### config.mk
export PLATFORM = sky130hd
export DESIGN_NAME = mac_acc_2b
export DESIGN_NICKNAME = d
export VERILOG_FILES = /design/src/rtl/mac_acc_2b.sv
export SDC_FILE = /design/constraint.sdc
export NUM_CORES = 1
export LEC_CHECK = 0
export BUFFER_PORTS_ARGS = -buffer_cell sky130_fd_sc_hd__buf_4
export CAP_MARGIN = 15
export CORE_AREA = 2 2 68 70
export CTS_CLUSTER_DIAMETER = 200
export DETAILED_ROUTE_END_ITERATION = 10
export DIE_AREA = 0 0 70 72
export PLACE_DENSITY = 0.53
export SYNTH_ARGS = -nofsm -noshare
export SYNTH_HDL_FRONTEND = slang
export SYNTH_SLANG_ARGS = --single-unit
### constraint.sdc
create_clock -name clk -period 5.4 [get_ports clk]
set_input_delay 0.54 -clock clk [delete_from_list [all_inputs] [get_ports clk]]
set_output_delay 0.54 -clock clk [all_outputs]
set_load 0.02 [all_outputs]
### src/rtl/mac_acc_2b.sv
// mac_acc_2b: accumulates N_SAMPLES unsigned 2b x 2b products into an ACC_W-bit result.
// Latency: the transfer that completes a result raises out_valid on the next cycle.
// Backpressure: DONE holds the result and drops in_ready until out_ready accepts it.
//
// Ports:
//   clk, rst_n           - clock and asynchronous active-low reset
//   in_valid / in_ready  - operand handshake for a, b (2-bit unsigned each)
//   clear                - synchronous abort to IDLE; beats any transfer in the same cycle
//   out_valid / out_ready- result handshake for acc_out and overflow
//   acc_out              - accumulator register (ACC_W bits)
//   overflow             - sticky flag: some addition of this result exceeded 2^ACC_W-1
//
// Optional feature: define MAC_ACC_SAT_EN to saturate the accumulator at 2^ACC_W-1
// on overflow; by default an overflowing addition wraps modulo 2^ACC_W.

module mac_acc_2b #(
    parameter int N_SAMPLES = 4,
    parameter int ACC_W     = 8
) (
    input  logic             clk,
    input  logic             rst_n,
    input  logic             in_valid,
    output logic             in_ready,
    input  logic [1:0]       a,
    input  logic [1:0]       b,
    input  logic             clear,
    output logic             out_valid,
    input  logic             out_ready,
    output logic [ACC_W-1:0] acc_out,
    output logic             overflow
);

    typedef enum logic [1:0] {IDLE, ACCUM, DONE} state_t;

    localparam logic [7:0] N_LAST = 8'(N_SAMPLES);

    state_t           state;
    logic [ACC_W-1:0] acc;
    logic [7:0]       count;
    logic             ovf;
    // Low while in reset and until the first edge afterwards, so in_ready
    // reads 0 during reset even though the state is already IDLE.
    logic             armed;

    logic             in_xfer;
    logic [3:0]       prod;
    logic [ACC_W:0]   sum;
    logic             sum_ovf;
    logic [ACC_W-1:0] acc_next;
    logic [7:0]       count_next;
    logic             last;

    // in_ready depends only on registered state, never on in_valid/out_ready.
    assign in_ready  = armed & (state != DONE);
    assign out_valid = (state == DONE);
    assign acc_out   = acc;
    assign overflow  = ovf;

    assign in_xfer    = in_valid & in_ready;
    assign prod       = {2'b00, a} * {2'b00, b};
    // One extra bit on the sum exposes the carry out of the ACC_W-bit accumulator.
    assign sum        = {1'b0, acc} + {{(ACC_W - 3){1'b0}}, prod};
    assign sum_ovf    = sum[ACC_W];
    assign count_next = count + 8'd1;
    assign last       = (count_next == N_LAST);

`ifdef MAC_ACC_SAT_EN
    // Once clamped at all-ones, any further non-zero product overflows again
    // and re-clamps, so the value stays pinned for the rest of the result.
    assign acc_next = sum_ovf ? {ACC_W{1'b1}} : sum[ACC_W-1:0];
`else
    assign acc_next = sum[ACC_W-1:0];
`endif

    always_ff @(posedge clk or negedge rst_n) begin
        if (!rst_n) begin
            state <= IDLE;
            acc   <= '0;
            count <= '0;
            ovf   <= 1'b0;
            armed <= 1'b0;
        end else begin
            armed <= 1'b1;
            if (clear) begin
                state <= IDLE;
                acc   <= '0;
                count <= '0;
                ovf   <= 1'b0;
            end else begin
                case (state)
                    IDLE, ACCUM: begin
                        if (in_xfer) begin
                            acc   <= acc_next;
                            ovf   <= ovf | sum_ovf;
                            count <= count_next;
                            state <= last ? DONE : ACCUM;
                        end
                    end
                    DONE: begin
                        if (out_ready) begin
                            state <= IDLE;
                            acc   <= '0;
                            count <= '0;
                            ovf   <= 1'b0;
                        end
                    end
                    default: begin
                        state <= IDLE;
                        acc   <= '0;
                        count <= '0;
                        ovf   <= 1'b0;
                    end
                endcase
            end
        end
    end

endmodule

* Yosys cells after proc, flatten, opt, wreduce, memory -nomap -nowiden
Cells that the tools add are included.
** Word-level totals
- Flip-flop bits (word level) :: 20
- Bits of input ports :: 9
- Output and inout port bits :: 11
- Word-level logic and storage cells :: 36
** Cells by class
- Add/subtract/negate cells :: 2
- $mul :: 1
- Equality and inequality tests :: 6
- Muxes and demuxes :: 16
- Bitwise gates (word level) :: 3
- Reductions and logical operators :: 3
** Operators with widths (count)
- 8-bit 2-to-1 mux :: 5
- 8-bit case mux with 2 select lines :: 2
- 8-bit by 4-bit adder with 9-bit output :: 1
- 8-bit by 1-bit adder with 8-bit output, second input constant :: 1
- 8-bit by 3-bit equality test with 1-bit output, second input constant :: 1
- 2-bit 2-to-1 mux :: 4
- 2-bit by 2-bit multiplier with 4-bit output :: 1
- 2-bit case mux with 2 select lines :: 1
- 1-bit 2-to-1 mux :: 3
- 3-bit by 2-bit inequality test with 1-bit output, second input constant :: 1
- 3-bit inequality test, second input constant :: 1
- 1-bit AND :: 2
- 2-bit by 1-bit equality test with 1-bit output, second input constant :: 1
- 2-bit equality test, second input constant :: 1
- 2-bit logical NOT :: 1
- 2-bit inequality test, second input constant :: 1
- 1-bit case mux with 2 select lines :: 1
- 2-bit AND reduction :: 1
- 2-bit OR reduction :: 1
- 1-bit bitwise OR :: 1

* Logic depth before layout (Yosys ltp)
Gate-level depths: netlist of the first run.
- Depth after elaboration :: 6
- Depth in mapped cells :: 9
- Mapped depth without buffers :: 9

* Worst setup path after synthesis of the first run
No wires, ideal clock.
- Path type :: input -> register
- Start :: input a[0]
- End :: register acc[5], in the netlist acc_out[5]
- Setup time :: 0.125 ns
- Arrival time :: 2.215 ns
- Required time :: 5.275 ns
- Setup slack :: 3.060 ns
- Cell stages on the path :: 9
- Buffers on the path :: 0
- Cell sequence :: nand2_1 -> fa_1 -> inv_1 -> ha_1 -> fa_1 -> a21o_1 -> o311ai_1 -> xnor2_1 -> nor3_1
** Between the ends
- Word-level cells in the longest chain between the ends :: 5
** Ends and longest elaborated chain
- start, declared :: RTL line 24 : input logic [1:0] a,
- 2-bit by 2-bit multiplier with 4-bit output :: RTL line 60 : assign prod = {2'b00, a} * {2'b00, b};
- 8-bit by 4-bit adder with 9-bit output :: RTL line 62 : assign sum = {1'b0, acc} + {{(ACC_W - 3){1'b0}}, prod};
- 8-bit 2-to-1 mux :: RTL line 92 : if (in_xfer) begin
- 8-bit case mux with 2 select lines :: RTL line 90 : case (state)
- 8-bit 2-to-1 mux :: RTL line 84 : if (clear) begin
- end signal, assigned :: RTL line 93 : acc <= acc_next;
- end, declared :: RTL line 38 : logic [ACC_W-1:0] acc;
Every way passes these cells. The select of a mux whose other input is x is not followed.
A chain may end at the register's enable or synchronous reset.

* Final worst setup path of the first run
- Start :: register acc[1], in the netlist acc_out[1]
- End :: register acc[5], in the netlist acc_out[5]
** Between the ends
- Word-level cells in the longest chain between the ends :: 4
** Ends and longest elaborated chain (RTL line)
- 8-bit by 4-bit adder with 9-bit output :: 62
- 8-bit 2-to-1 mux :: 92
- 8-bit case mux with 2 select lines :: 90
- 8-bit 2-to-1 mux :: 84
Every way passes these cells. The select of a mux whose other input is x is not followed.

==> metrics.md, run 1 <==
| Metric | Value |
|---|---|
| Max FO, Critical Path | 3 |
| FMAX | 435.7 MHz |
| Setup CP Type | reg -> reg |
| Most frequent cell after synthesis | dfrtp_1 |
| Die height | 72 µm |
| Htree depth | 1 |
| Worst R2R Path Depth | 9 |
| Hold Crit Class | in -> async |
| CTS tree | yes |
| RSZ-0062 raised after global routing | false |
| Latest clock arrival within the worst-skew pair | 0.26 ns |
| Net Count, Synth | 148 |
| Sw frac | 22.47% |
| Cell Rows | 24 |
| Reg clk slew, reported paths | 0.08 ns |
| CP endpoint kind | register |
| Number of diodes | 0 |
| CTS Buf Count | 3 |
| Routability cong. | 0.7156 |
| DR DRC count | 0 |
| Die ar. | 5040 µm² |
| Remaining antenna violation count | 0 |
| GR Util All Layers | 11.63% |
| Relative slew slack | 31.72% |
| Post-CTS Hold Fix Bufs | 0 |
| Critical path data arrival time | 2.45 ns |
| Post-CTS Setup Bufs | 0 |
| Static Leak | 0.7080 nW |
| Most instantiated cells after synthesis | 20 x dfrtp_1, 13 x o21ai_1, 12 x nand2_1, 7 x ha_1 |
| DP HPWL | 1962 µm |
| Largest net degree at the start of global routing | 21 |
| Final hold violation count | 0 |
| Crit share post-route | 42.51% |
| Net count, final | 166 |
| Clock Tree Buf Depth | 2 |
| Synthesized flop and latch total | 20 |
| Post-route minimum period | 2.295 ns |
| Worst Skew | 0.009754 ns |
| Synth cell types | 45 |
| Top-area cell type share of the netlist area | 40.49% |
| CTS sink cnt | 20 |
| Area contributors post-synth | dfrtp_1 40%, ha_1 7.1%, o21ai_1 5.3%, nand2_1 3.6%, fa_1 3.2% |
| Final instance area | 1494 µm² |
| Endpoints failing setup | 0 |
| Clock network power share | 44.2% |
| Worst-margin pin slew | 1.019 ns |
| Post-synth EDFFs | 0 |
| Starting Density | 28.99% |
| Vias per cell | 5.206 |
| Wire per inst | 13.52 µm |
| Pint | 0.2660 mW |
| Mapped Area | 1236 µm² |
| Comb pwr share | 10.1% |
| Main synth FF type | dfrtp_1 |
| Ratio of cells with drive above 1 in the final layout | 18.37% |
| Fillers | 447 |
| Maximum vdd drop | 0.0001372 V |
| First-pass GRT wire length | 4671 µm |
| Status | finished clean |
| IO Pins | 20 |
| Final wirelength | 2690 µm |
| DR vias | 1036 |
| Final Util | 35.04% |
| Required @ worst endpoint | 5.56 ns |
| Cells after Synth | 130 |
| Setup TNS | 0 ns |
| Max-cap violations | 0 |
| Die W | 70 µm |
| CTS resizes | 0 |
| CTS root buf | clkbuf_8 |
| Placed Area | 1423 µm² |
| Worst Setup Start Kind | register |
| Synth-to-Final Area Change | 20.85% |
| Total global routing overflow | 0 |
| Fraction of registers with async set/reset | 100.0% |
| DR iter-0 viols | 48 |
| Seq/Total Area, Yosys | 40.49% |
| Vias in the first global route | 987 |
| Switch Pwr | 0.07708 mW |
| Area of the core | 4264 µm² |
| Drt pass-1 iters | 4 |
| Port Buf Inserts | 19 |
| Sequential Power Share | 45.7% |
| Slew Viols, Final | 0 |
| Ys Warns | 0 |
| Syn Area/Cell | 9.509 µm² |
| Area leader, netlist | dfrtp_1 |
| Initial antenna violation count | 0 |
| PwrDens | 229.7 nW/µm² |
==> final timing paths <==
check	start	end	slack [ns]
worst max-delay path	acc_out[1]	acc_out[5]	3.10
worst min-delay path	rst_n	acc_out[5]	0.14
worst max register to register	acc_out[1]	acc_out[5]	3.10
worst min register to register	overflow	overflow	0.50
max in group asynchronous	rst_n	count[7]	5.04
min in group clk	overflow	overflow	0.50
==> layer usage <==
layer,share of wire [%],vias up,track usage (%)
met5,0,-,0
met4,1.4,0,5.128
met3,3.6,4,2.778
met2,48,18,18.94
met1,47,499,14.79
li1,-,515,-
==> per-stage QoR <==
stage                     cells  hold WS [ns]  setup WS, ns  total power, mW
after global placement      195        0.4412         2.923           0.1939
after floorplan             130        0.2444         3.060           0.1788
after CTS                   199        0.1486         3.108           0.3484
after detailed placement    195        0.4424         2.884           0.1951
final                       199        0.1417         3.105           0.3431
after global routing        199        0.1537         2.931           0.3591
==> layout make-up <==
type,count,area (µm²),share of cell area (%)
Clock buffer,3,41.29,2.764
Timing Repair Buffer,20,150.1,10.05
Clock inverter,1,30.03,2.010
Multi-Input combinational cell,98,688.2,46.06
Sequential cell,20,500.5,33.50
Tap cell,52,65.06,4.355
Inverter,5,18.77,1.256
==> state kept, by name, summed over array words and instances, names as in the netlist <==
register  cells
acc_out       8
count         8
state         2
armed         1
overflow      1
==> kinds of logic (layout without fill, tap and decap cells) <==
group	Yosys count	in the layout	share of synthesized area, %
AO/OA/AOI/OAI	42	42	22.98
flip-flops	20	20	40.49
multiplexers	1	1	0.8097
other	1	1	0.3034
XOR/XNOR	3	3	2.126
AND/OR/NAND/NOR	42	42	19.13
adder cells (fa/ha/maj)	9	9	10.32
buffers and inverters	12	29	3.847
==> critical path, stage by stage (launching register included) <==
cell and delay [ns]:
dfrtp_1 0.40, inv_1 0.08, fa_1 0.53, inv_1 0.04, ha_1 0.21, fa_1 0.42
a21o_1 0.20, o311ai_1 0.09, xnor2_1 0.16, nor3_1 0.06
==> power groups by stage <==
stage               sequential (mW)  clock (mW)  combinational (mW)
CTS                           0.157       0.156              0.0355
detailed placement            0.160           0              0.0356
global route                  0.157       0.162              0.0398
finish                        0.157       0.152              0.0348
global placement              0.159           0              0.0345
floorplan                     0.160           0              0.0185
==> placed cells by master, fill, tap and decap left out, types with 2 or more instances in the layout <==
cell	count
nand2_1	12
a21oi_1	5
and2_1	2
nor2b_1	2
inv_1	5
buf_4	20
clkbuf_8	3
xnor2_1	2
a22o_1	4
and3_1	3
nand4_1	3
or4_1	2
nand3_1	3
a21o_1	2
ha_1	7
a31oi_1	2
dfrtp_1	20
nor3_1	2
nor3b_1	2
fa_1	2
o311ai_1	2
o21ai_1	13
nor2_1	4
o31ai_1	3
Power figures use the tool's default switching activity.
==> run 2, diff against run 1 <==
--- a/config.mk
+++ b/config.mk
@@ -5,13 +5,14 @@
 export SDC_FILE = /design/constraint.sdc
 export NUM_CORES = 1
 export LEC_CHECK = 0
+export ABC_AREA = 1
 export BUFFER_PORTS_ARGS = -buffer_cell sky130_fd_sc_hd__buf_4
 export CAP_MARGIN = 15
 export CORE_AREA = 2 2 68 70
 export CTS_CLUSTER_DIAMETER = 200
 export DETAILED_ROUTE_END_ITERATION = 10
 export DIE_AREA = 0 0 70 72
-export PLACE_DENSITY = 0.53
+export PLACE_DENSITY = 0.54
 export SYNTH_ARGS = -nofsm -noshare
 export SYNTH_HDL_FRONTEND = slang
 export SYNTH_SLANG_ARGS = --single-unit
==> constraint.sdc (replaced) <==
create_clock -name clk -period 2.3 [get_ports clk]
set_input_delay 0.23 -clock clk [delete_from_list [all_inputs] [get_ports clk]]
set_output_delay 0.23 -clock clk [all_outputs]
set_load 0.02 [all_outputs]
==> run 2 against run 1 <==
Global-route usage barely moved. Core utilization did not move. Clock-buffer cell count did not move. First-iteration DRC count rose by 15%. Largest cell class unchanged. Sequential power rose to 2.5 times the previous value. Worst hold slack improved by 0.15 ns. Critical endpoint is now acc_out[7]. Setup slack got worse by 3.0 ns. Area after synthesis rose by 1.2%.
==> metrics.md, run 2 <==
| Metric | Value |
|---|---|
| Status | finished clean |
| Final Util | 35.04% |
| GR Util All Layers | 11.66% |
| Latest clock arrival within the worst-skew pair | 0.25 ns |
| CTS Buf Count | 3 |
| Ratio of cells with drive above 1 in the final layout | 21.35% |
| Starting Density | 29.34% |
| Net Count, Synth | 174 |
| Required @ worst endpoint | 2.44 ns |
| CTS tree | yes |
| DP HPWL | 1885 µm |
| Htree depth | 1 |
| Number of diodes | 0 |
| Area leader, netlist | dfrtp_1 |
| Worst Skew | 0.0005573 ns |
| Largest net degree at the start of global routing | 21 |
| Most frequent cell after synthesis | nand2_1 |
| Vias in the first global route | 1064 |
| Fraction of registers with async set/reset | 100.0% |
| Syn Area/Cell | 8.021 µm² |
| IO Pins | 20 |
| Most instantiated cells after synthesis | 41 x nand2_1, 22 x inv_1, 20 x dfrtp_1, 14 x nor2_1, 11 x nand3_1 |
| Worst Setup Start Kind | register |
| Max-cap violations | 0 |
| CP endpoint kind | register |
| Die ar. | 5040 µm² |
| Cell Rows | 24 |
| Area of the core | 4264 µm² |
| Hold Crit Class | in -> reg |
| Initial antenna violation count | 0 |
| Drt pass-1 iters | 4 |
| DR vias | 1028 |
| Port Buf Inserts | 19 |
| Pwr Total | 0.8020 mW |
| CTS sink cnt | 20 |
| Seq/Total Area, Yosys | 40.00% |
| DR DRC count | 0 |
| Post-synth EDFFs | 0 |
| CTS root buf | clkbuf_8 |
| Maximum vdd drop | 0.0002891 V |
| Final wirelength | 2636 µm |
| Most common cell after layout, fill and taps aside | nand2_1 |
| Synthesized flop and latch total | 20 |
| Die W | 70 µm |
| Critical path data arrival time | 2.32 ns |
| FMAX | 457.6 MHz |
| Slew Viols, Final | 0 |
| Crit share post-route | 95.02% |
| Routability cong. | 0.7748 |
| Main synth FF type | dfrtp_1 |
| Static Leak | 0.7636 nW |
| Net count, final | 198 |
| Synth cell types | 26 |
| Most frequent cells in the layout | 40 x nand2_1, 22 x inv_1, 21 x buf_4, 20 x dfrtp_1, 14 x nor2_1 |
| Reg clk slew, reported paths | 0.07 ns |
| DR iter-0 viols | 55 |
| Wire per inst | 11.46 µm |
| Max FO, Critical Path | 2 |
| Ys Warns | 0 |
| Die height | 72 µm |
| Area contributors post-synth | dfrtp_1 40%, nand2_1 12%, ha_1 7.0%, inv_1 6.6%, nand3_1 4.4% |
| Vias per cell | 4.470 |
| Total global routing overflow | 0 |
| PwrDens | 536.9 nW/µm² |
| Synth-to-Final Area Change | 19.40% |
| Remaining antenna violation count | 0 |
| Cells after Synth | 156 |
| Top-area cell type share of the netlist area | 40.00% |
| Post-route minimum period | 2.186 ns |
| Setup CP Type | reg -> reg |
| Mapped Area | 1251 µm² |
| Endpoints failing setup | 0 |
| Final hold violation count | 0 |
| Clock Tree Buf Depth | 2 |
| First-pass GRT wire length | 4774 µm |
run 2: cells by family after synthesis:
kind of cell	count (synthesis)	share of synthesized area, %
adders and majority gates	9	10.20
other	1	0.2997
AOI/OAI and AO/OA	21	10.10
DFF	20	40.00
buffers and inverters	27	10.60
and+or+nand+nor	78	28.80
run 2: final timing paths:
check,endpoint,cells past startpoint,slack [ns],from
setup / recovery,acc_out[7],11,0.11,acc_out[1]
max in group asynchronous,acc_out[7],2,1.69,rst_n
hold / removal,state[1],4,0.29,out_ready
setup reg to reg,acc_out[7],11,0.11,acc_out[1]
hold reg to reg,overflow,2,0.52,overflow
min in group asynchronous,count[2],2,0.40,rst_n
run 2: per-layer routing:
metal / up-vias / GRT usage (%) / part of all wire, %
li1: 542 / - / -
met1: 461 / 16.55 / 51
met2: 20 / 17.99 / 43
met3: 5 / 2.639 / 4.2
met4: 0 / 3.205 / 1.5
met5: - / 0 / 0
run 2: through the flow:
stage	std cells	setup slack [ns]	hold WS [ns]	area (µm²)	TNS [ns]
2_1_floorplan	156	0.04590	-0.06559	1251	0
3_3_place_gp	224	0.1339	0.1339	1416	0
3_5_place_dp	224	0.08398	0.1387	1416	0
4_1_cts	228	0.07025	0.2809	1468	0
5_1_grt	230	-0.01902	0.2991	1494	-0.01902
6_report	230	0.1145	0.2893	1494	0
run 2: layout make-up:
class	count	area, µm²
sequential	20	500.5
timing repair buffer	22	167.7
multi-input combinational	109	629.4
tap	52	65.06
clock buffer	3	41.29
inverter	24	90.09
fill	467	2770
run 2: timing repair:
action,CTS,global route
hold buffers,1,0
hold endpoints to repair,20,0
setup endpoints to repair,0,2
resized for setup,0,3
buffers inserted,0,2
run 2: worst max-delay path, stage by stage (launching register included):
cell and delay (ns):
dfrtp_1 0.36, inv_1 0.07, fa_1 0.53, inv_1 0.04, ha_1 0.21, fa_1 0.38
nand2_1 0.10, nand2_2 0.06, nand3_2 0.06, nor2_1 0.06, a21oi_2 0.15, nor3_2 0.05
run 2: where the power goes:
group / switching, mW / internal [mW] / leakage [nW]
sequential: 0.0241 / 0.374 / 0.270
clock: 0.112 / 0.116 / 0.0216
combinational: 0.0995 / 0.0753 / 0.472
